--- src/rtl/gray_pkg.sv ---
// Shared Gray-code helpers for the counter, the decoder and the benches.
// The functions work on a 32-bit container. Narrower codes are
// zero-extended on the way in and truncated on the way out. Zero upper
// bits do not disturb the prefix-XOR decode.
package gray_pkg;

   localparam int MAX_WIDTH = 32;

   // Reflected-binary encode: each Gray bit is the XOR of adjacent binary bits.
   function automatic logic [31:0] bin2gray(input logic [31:0] b);
      return b ^ (b >> 1);
   endfunction

   // Decode: each binary bit is the XOR of all Gray bits at or above it.
   function automatic logic [31:0] gray2bin(input logic [31:0] g);
      logic [31:0] b;
      b[31] = g[31];
      for (int i = 30; i >= 0; i--) begin
         b[i] = b[i+1] ^ g[i];
      end
      return b;
   endfunction

endpackage

--- src/rtl/binary_to_gray.sv ---
// Combinational binary to reflected-binary Gray encoder.
// This is the exact inverse of gray_to_binary.
module binary_to_gray
   import gray_pkg::*;
#(
   parameter int WIDTH = 4
) (
   input  logic [WIDTH-1:0] bin,
   output logic [WIDTH-1:0] gray
);

   assign gray = WIDTH'(bin2gray(32'(bin)));

endmodule

--- src/rtl/gray_counter.sv ---
// Registered up/down counter with binary and Gray outputs.
// Both codes are registered from the same next-state value, so they never
// disagree. The wrap output pulses for one cycle after a counting step that
// rolled over.
module gray_counter
   import gray_pkg::*;
#(
   parameter int WIDTH     = 4,
   parameter int RESET_VAL = 0
) (
   input  logic             clk,
   input  logic             rst_n,
   input  logic             en,
   input  logic             up,
   input  logic             clear,
   input  logic             load,
   input  logic [WIDTH-1:0] load_val,
   output logic [WIDTH-1:0] bin,
   output logic [WIDTH-1:0] gray,
   output logic             wrap
);

   localparam logic [WIDTH-1:0] RESET_BIN  = WIDTH'(RESET_VAL);
   localparam logic [WIDTH-1:0] RESET_GRAY = RESET_BIN ^ (RESET_BIN >> 1);
   localparam logic [WIDTH-1:0] TERMINAL   = {WIDTH{1'b1}};
   localparam logic [WIDTH-1:0] ZERO       = {WIDTH{1'b0}};
   localparam logic [WIDTH-1:0] ONE        = {{(WIDTH-1){1'b0}}, 1'b1};

   logic [WIDTH-1:0] bin_r;
   logic [WIDTH-1:0] gray_r;
   logic             wrap_r;
   logic [WIDTH-1:0] next_bin_s;
   logic [WIDTH-1:0] next_gray_s;
   logic             next_wrap_s;

   // Next-state selection with priority clear > load > count > hold.
   // Wrap is taken from the current value against its terminal, not from a carry.
   always_comb begin
      next_bin_s  = bin_r;
      next_wrap_s = 1'b0;
      if (clear) begin
         next_bin_s  = RESET_BIN;
         next_wrap_s = 1'b0;
      end else if (load) begin
         next_bin_s  = load_val;
         next_wrap_s = 1'b0;
      end else if (en) begin
         if (up) begin
            next_bin_s  = bin_r + ONE;
            next_wrap_s = (bin_r == TERMINAL);
         end else begin
            next_bin_s  = bin_r - ONE;
            next_wrap_s = (bin_r == ZERO);
         end
      end else begin
         next_bin_s  = bin_r;
         next_wrap_s = 1'b0;
      end
   end

   // Gray is encoded from the next binary value, never from the old one.
   binary_to_gray #(.WIDTH(WIDTH)) u_b2g (
      .bin  (next_bin_s),
      .gray (next_gray_s)
   );

   // Output registers. An asynchronous reset also drops any pending wrap pulse.
   always_ff @(posedge clk or negedge rst_n) begin
      if (!rst_n) begin
         bin_r  <= RESET_BIN;
         gray_r <= RESET_GRAY;
         wrap_r <= 1'b0;
      end else begin
         bin_r  <= next_bin_s;
         gray_r <= next_gray_s;
         wrap_r <= next_wrap_s;
      end
   end

   assign bin  = bin_r;
   assign gray = gray_r;
   assign wrap = wrap_r;

endmodule
--- config.mk ---
export PLATFORM = sky130hd
export DESIGN_NAME = gray_counter
export DESIGN_NICKNAME = d
export VERILOG_FILES = /design/src/rtl/gray_pkg.sv /design/src/rtl/binary_to_gray.sv /design/src/rtl/gray_counter.sv
export SDC_FILE = /design/constraint.sdc
export NUM_CORES = 1
export LEC_CHECK = 0
export ABC_CLOCK_PERIOD_IN_PS = 2540
export CAP_MARGIN = 15
export CORE_AREA = 2 2 39 41
export CTS_BUF_LIST = sky130_fd_sc_hd__clkbuf_4
export DETAILED_ROUTE_END_ITERATION = 8
export DIE_AREA = 0 0 41 43
export MAX_ROUTING_LAYER = met4
export PLACE_DENSITY = 0.73
export SLEW_MARGIN = 5
export SYNTH_ARGS = -nofsm -noshare
export SYNTH_HDL_FRONTEND = slang
export SYNTH_SLANG_ARGS = --single-unit
--- constraint.sdc ---
create_clock -name clk -period 2.54 [get_ports clk]
set_input_delay 0.254 -clock clk [delete_from_list [all_inputs] [get_ports clk]]
set_output_delay 0.254 -clock clk [all_outputs]
set_load 0.1 [all_outputs]
==> results.txt, run 1 <==
----------------------------------------------------
[Status]
  Outcome ... completed

[Floorplan]
  Die W ... 41 um
  Number of cell rows ... 14
  Vertical extent of the die ... 43 um
  Placeable core area ... 1380 sq um
  Top-Level Pins ... 19
  Initial core utilization ... 0.386
  Area enclosed by the die boundary ... 1760 sq um

[Routing]
  Vias per cell ... 5.12
  Wire per inst ... 13.2 um
  DRC violation count after routing ... 0
  Drt initial violations ... 6
  Aggregate routed wire length ... 1180 um
  Vias after detailed routing ... 456
  TritonRoute pass-1 iters ... 3
  Antenna Nets Post-Route ... 0

[Job]
  Max Cap Violations ... 0

[Setup path]
  Critical-path cell list ... clkdlybuf4s50_1 -> inv_1 -> ha_1 -> a21o_1 -> a221o_1 -> nand3_2 -> mux2_4
  Arrival time of the worst setup path ... 2.23 ns
  FF-to-FF path depth ... 6
  Library cell contributing the largest single delay on the critical path ... sky130_fd_sc_hd__clkdlybuf4s50_1
  Critical Setup Path Class ... in -> reg
  Reg-to-Reg Start ... bin[0]
  Internal reg-to-reg setup slack ... 0.59 ns
  Endpoint of the worst register-to-register path ... gray[2]
  Maximum fanout encountered on the critical timing path ... 8
  Crit start category ... input port
  Maximum cell stage delay along the critical path ... 0.63 ns
  CP required ... 2.67 ns
  CP Buf/Inv Count ... 2
  Endpoint type of the worst setup path ... flip-flop
  Top Family by Delay on Critical Path ... buffers and inverters

[CTS]
  Insertion delay to the later sink of the worst-skew pair ... 0.25 ns
  CTS Hold Bufs ... 0
  TritonCTS clock tree ... built
  Number of buffers between clock root and the deepest sink ... 2
  TritonCTS Sinks ... 8
  Number of gates given a new drive strength after cts ... 0
  Buffer type at the clock tree root ... sky130_fd_sc_hd__clkbuf_4
  Clock buffers created by TritonCTS ... 3
  Maximum level of the CTS H-tree ... 1
  Clock transition at path regs ... 0.05 ns
  Number of buffers inserted by post-CTS setup repair ... 0

[Global routing]
  Global route total overflow ... 0
  Overall track demand over capacity in global routing ... 0.166
  Initial antenna violation count ... 0
  Via count of the first global-routing pass ... 450
  Maximum number of pins on one net before global-route repair ... 12
  Global-route wire length before repair ... 1910 um

[Placed design]
  Area after detailed placement ... 714 sq um
  DP Wirelength ... 912 um
  IO Port Bufs ... 18
  Final estimated routing congestion in global placement ... 0.709
  Number of placed instances with taps included ... 86
  Pre-CTS setup slack ... 0.197 ns

[Yosys]
  Distinct cell type count of the synthesized netlist ... 34
  Syn_nets ... 65
  Mapped Cells ... 52
  Warnings, synthesis ... 0
  Sequential fraction of the synthesis area ... 0.375
  Average cell area after synthesis ... 10.3 sq um
  Yosys reg bits ... 8
  Area of the mapped netlist ... 534 sq um

[Timing]
  Portion of the clock cycle consumed by the worst path in the final layout ... 0.828
  Setup repair after global routing missed its margin ... no
  Final-report setup violation count ... 0
  Final count of hold timing violations ... 0
  PnR worst setup slack ... 0.438 ns
  Maximum achievable frequency ... 476 MHz
  Number of slew-limit violations in the final report ... 0
  Post-Route Skew ... 0.00673 ns
  Final min period ... 2.10 ns
  Transition at the pin with the smallest max-transition slack ... 0.464 ns
  Final-layout setup total negative slack ... 0 ns
  Worst relative slew slack ... 0.683

[Finish]
  Share of final-layout standard cells stronger than drive strength 1 ... 0.247
  Growth of design area from synthesis to finish ... 37.9%
  Number of nets at the end of the flow ... 88
  Post-route design area ... 737 sq um
  Count of non-filler cells in the finished layout ... 89
  Antenna Diode Count ... 0
  Filler instances ... 135
  Most used cells in the layout excluding fill and tap cells ... sky130_fd_sc_hd__buf_4 (11), sky130_fd_sc_hd__clkdlybuf4s50_1 (9), sky130_fd_sc_hd__dfrtp_1 (8), sky130_fd_sc_hd__inv_1 (6)
  Commonest non-fill, non-tap cell in the layout ... sky130_fd_sc_hd__buf_4

[Power and ir drop]
  Total power draw ... 468 uW
  Pwr/cell area ... 635 nW/um^2
  Leakage Power ... 0.000356 uW
  Worst VDD drop ... 187 uV

[Hold path]
  Class of the most critical hold timing path ... in -> async

----------------------------------------------------
how the worst max path moves through the flow:
| stage | startpoint | to | slack (ns) | cells past startpoint |
|---|---|---|---|---|
| floorplan | bin[0] | gray[2] | 0.07 | 6 |
| detailed placement | up | gray[2] | 0.20 | 7 |
| finish | up | gray[2] | 0.44 | 7 |
| global route | up | gray[2] | 0.26 | 7 |
| CTS | up | gray[2] | 0.46 | 7 |
| global placement | up | gray[2] | 0.25 | 7 |
state kept, by name, indices dropped and copies added (netlist names):
register  cells
gray          3
bin           4
wrap          1
cell usage after synthesis (all sizes together):
master / count / area share
a2111oi: 1 / 0.016
a211oi: 1 / 0.014
a21o: 1 / 0.014
a21oi: 1 / 0.0094
a221o: 1 / 0.019
a22oi: 1 / 0.014
a31oi: 1 / 0.012
and2b: 1 / 0.016
and3: 1 / 0.012
and4bb: 1 / 0.023
buf: 2 / 0.023
dfrtp: 8 / 0.37
fa: 1 / 0.037
ha: 2 / 0.047
inv: 6 / 0.042
mux2: 1 / 0.028
mux2i: 2 / 0.037
nand2: 1 / 0.0070
nand2b: 1 / 0.012
nand3: 3 / 0.037
nand3b: 1 / 0.014
nor2: 2 / 0.014
nor2b: 1 / 0.012
nor3: 1 / 0.0094
nor3b: 1 / 0.014
nor4: 1 / 0.012
o211ai: 1 / 0.014
o21a: 1 / 0.014
o2bb2ai: 1 / 0.016
or4b: 1 / 0.019
xnor2: 3 / 0.049
xor2: 1 / 0.016
stage by stage:
step / utilization / hold slack, ns
global placement: 0.516 / 0.548
global route: 0.533 / 0.309
finish: 0.533 / 0.278
detailed placement: 0.516 / 0.555
CTS: 0.533 / 0.287
floorplan: - / -0.0416
worst register-to-register path: cells and delay by family (launching register included):
| kind | cells | cell delay, ns |
|---|---|---|
| AND/OR/NAND/NOR | 1 | 0.14 |
| XOR/XNOR | 1 | 0.14 |
| flip-flops | 1 | 0.47 |
| adder cells (fa/ha/maj) | 1 | 0.41 |
| AO/OA/AOI/OAI | 1 | 0.30 |
| buffers and inverters | 1 | 0.10 |
| multiplexers | 1 | 0.28 |
cell type report:
type                       instances  area (sq um)  share of cell area
clock buffer                       3          22.5              0.0306
inverter                           6          22.5              0.0306
multi-input combinational         36           299               0.406
sequential                         8           200               0.272
tap                               16          20.0              0.0272
timing repair buffer              20           173               0.234
power by group:
group / internal [uW] / switching, uW
Sequential: 141 / 11.9
Clock: 53.8 / 39.3
Combinational: 64.6 / 157
Total: 260 / 208
logic make-up (layout without fill, tap and decap cells):
group / after synthesis / count (layout) / synth area share
and+or+nand+nor: 16 / 16 / 0.201
muxes: 3 / 3 / 0.0656
adders and majority gates: 3 / 3 / 0.0843
DFF: 8 / 8 / 0.375
xor gates and xnor gates: 4 / 4 / 0.0656
AOI/OAI and AO/OA: 10 / 10 / 0.143
buffers and inverters: 8 / 29 / 0.0656
metal layers:
metal / part of all wire / up-vias / GRT usage / routed length (um)
li1: - / 230 / - / -
met1: 0.43 / 211 / 0.211 / 505
met2: 0.51 / 15 / 0.253 / 600
met3: 0.062 / 0 / 0.0157 / 73
met4: 0 / 0 / 0.0800 / 0
met5: 0 / - / - / 0
No activity file was read; power rests on OpenSTA's default activity.
==> run 2: changes to the inputs <==
--- a/config.mk
+++ b/config.mk
@@ -5,14 +5,14 @@
 export SDC_FILE = /design/constraint.sdc
 export NUM_CORES = 1
 export LEC_CHECK = 0
-export ABC_CLOCK_PERIOD_IN_PS = 2540
+export ABC_CLOCK_PERIOD_IN_PS = 1830
 export CAP_MARGIN = 15
-export CORE_AREA = 2 2 39 41
+export CORE_MARGIN = 2
+export CORE_UTILIZATION = 40
 export CTS_BUF_LIST = sky130_fd_sc_hd__clkbuf_4
 export DETAILED_ROUTE_END_ITERATION = 8
-export DIE_AREA = 0 0 41 43
 export MAX_ROUTING_LAYER = met4
-export PLACE_DENSITY = 0.73
+export PLACE_DENSITY = 0.75
 export SLEW_MARGIN = 5
 export SYNTH_ARGS = -nofsm -noshare
 export SYNTH_HDL_FRONTEND = slang
==> constraint.sdc (replaced) <==
create_clock -name clk -period 1.83 [get_ports clk]
set_input_delay 0.183 -clock clk [delete_from_list [all_inputs] [get_ports clk]]
set_output_delay 0.183 -clock clk [all_outputs]
set_load 0.1 [all_outputs]
==> results.txt, run 2 (synthesis results as in run 1) <==
----------------------------------------------------
[Timing]
  Final-layout setup total negative slack ... 0 ns
  Maximum achievable frequency ... 560 MHz
  Tightest hold margin ... 0.203 ns
  Portion of the clock cycle consumed by the worst path in the final layout ... 0.975
  Final-report setup violation count ... 0
  Number of slew-limit violations in the final report ... 0
  Worst relative slew slack ... 0.765
  Transition at the pin with the smallest max-transition slack ... 0.343 ns
  Setup repair after global routing missed its margin ... no
  PnR worst setup slack ... 0.0458 ns
  Final min period ... 1.78 ns
  Post-Route Skew ... 0.00417 ns
  Final count of hold timing violations ... 0

[Routing]
  Vias per cell ... 5.29
  Aggregate routed wire length ... 1280 um
  Vias after detailed routing ... 497
  TritonRoute pass-1 iters ... 4
  Antenna Nets Post-Route ... 0
  Wire per inst ... 13.6 um
  DRC violation count after routing ... 0
  Drt initial violations ... 5

[Finish]
  Most used cells in the layout excluding fill and tap cells ... sky130_fd_sc_hd__buf_4 (16), sky130_fd_sc_hd__clkdlybuf4s50_1 (9), sky130_fd_sc_hd__inv_1 (4), sky130_fd_sc_hd__clkbuf_4 (4), sky130_fd_sc_hd__dfrtp_1 (4)
  Number of nets at the end of the flow ... 93
  Commonest non-fill, non-tap cell in the layout ... sky130_fd_sc_hd__buf_4
  Max reg flops ... 4
  Antenna Diode Count ... 0
  Growth of design area from synthesis to finish ... 55.0%
  Share of final-layout standard cells stronger than drive strength 1 ... 0.456

[CTS]
  TritonCTS Sinks ... 8
  Number of gates given a new drive strength after cts ... 0
  Clock buffers created by TritonCTS ... 3
  CTS Hold Bufs ... 0
  Number of buffers between clock root and the deepest sink ... 2
  Insertion delay to the later sink of the worst-skew pair ... 0.25 ns
  Number of buffers inserted by post-CTS setup repair ... 0
  Maximum level of the CTS H-tree ... 1
  Clock transition at path regs ... 0.06 ns
  Buffer type at the clock tree root ... sky130_fd_sc_hd__clkbuf_4
  TritonCTS clock tree ... built

[Global routing]
  Global route total overflow ... 0
  Global-route wire length before repair ... 2170 um
  Via count of the first global-routing pass ... 517
  Maximum number of pins on one net before global-route repair ... 12
  Overall track demand over capacity in global routing ... 0.204
  Initial antenna violation count ... 0

[Placed design]
  IO Port Bufs ... 18
  DP Wirelength ... 1060 um
  Pre-CTS setup slack ... -0.221 ns
  Final estimated routing congestion in global placement ... 0.792

[Power and ir drop]
  Internal Dissipation ... 407 uW
  Switching portion of total power ... 0.431
  Pwr/cell area ... 863 nW/um^2
  Power share of the combinational group ... 0.475
  Worst VDD drop ... 363 uV
  Net load switching power ... 308 uW
  Leakage Power ... 0.000385 uW
  Relative contribution of sequential cells to total power ... 0.300
  Part of the total power dissipated in the clock network ... 0.226

[Floorplan]
  Vertical extent of the die ... 40.5 um
  Placeable core area ... 1270 sq um
  Top-Level Pins ... 19
  Die W ... 40.5 um
  Area enclosed by the die boundary ... 1640 sq um
  Number of cell rows ... 13
  Initial core utilization ... 0.421

[Hold path]
  Class of the most critical hold timing path ... in -> async

[Setup path]
  Arrival time of the worst setup path ... 1.92 ns
  Endpoint type of the worst setup path ... flip-flop
  Crit start category ... input port
  CP required ... 1.97 ns
  Critical Setup Path Class ... in -> reg
  FF-to-FF path depth ... 4
  Maximum fanout encountered on the critical timing path ... 3

[Status]
  Outcome ... completed

[Job]
  Max Cap Violations ... 0

----------------------------------------------------
run 2: final timing paths:
check / startpoint / end / slack, ns
worst max-delay path: up / gray[2] / 0.05
worst min-delay path: rst_n / wrap / 0.20
worst max register to register: bin[3] / gray[2] / 0.05
worst min register to register: bin[2] / wrap / 0.65
max in group asynchronous: rst_n / bin[0] / 1.34
min in group clk: load_val[0] / bin[0] / 0.65
run 2: area by class of cell:
type	instances	area, sq um
tap	15	18.8
sequential	8	213
inverter	6	22.5
timing repair buffer	25	210
clock buffer	4	30.0
fill	116	440
multi-input combinational	36	334
run 2: through the flow:
stage	utilization	area, sq um	total power (uW)	cells
floorplan	-	569	457	52
global placement	0.619	786	546	90
detailed placement	0.619	786	552	90
CTS	0.643	816	715	94
global route	0.653	828	755	94
finish	0.653	828	715	94
run 2: power groups by stage:
stage	Sequential, uW	Combinational, uW	Clock, uW
after floorplan	359	98.6	0
after global placement	217	329	0
after detailed placement	218	334	0
after CTS	214	335	166
after global routing	216	360	178
final	214	339	161
run 2: worst max-delay path: stages:
cell and delay [ns]:
sky130_fd_sc_hd__clkdlybuf4s50_1 0.49, sky130_fd_sc_hd__inv_1 0.09, sky130_fd_sc_hd__ha_4 0.25, sky130_fd_sc_hd__a21o_1 0.15, sky130_fd_sc_hd__a221o_1 0.37, sky130_fd_sc_hd__nand3_2 0.10, sky130_fd_sc_hd__mux2_4 0.29
run 2: routing by layer:
metal	track usage	routed length (um)	up-vias
met5	-	0	-
met4	0.108	9	0
met3	0.0222	79	2
met2	0.353	653	20
met1	0.224	532	233
li1	-	-	242
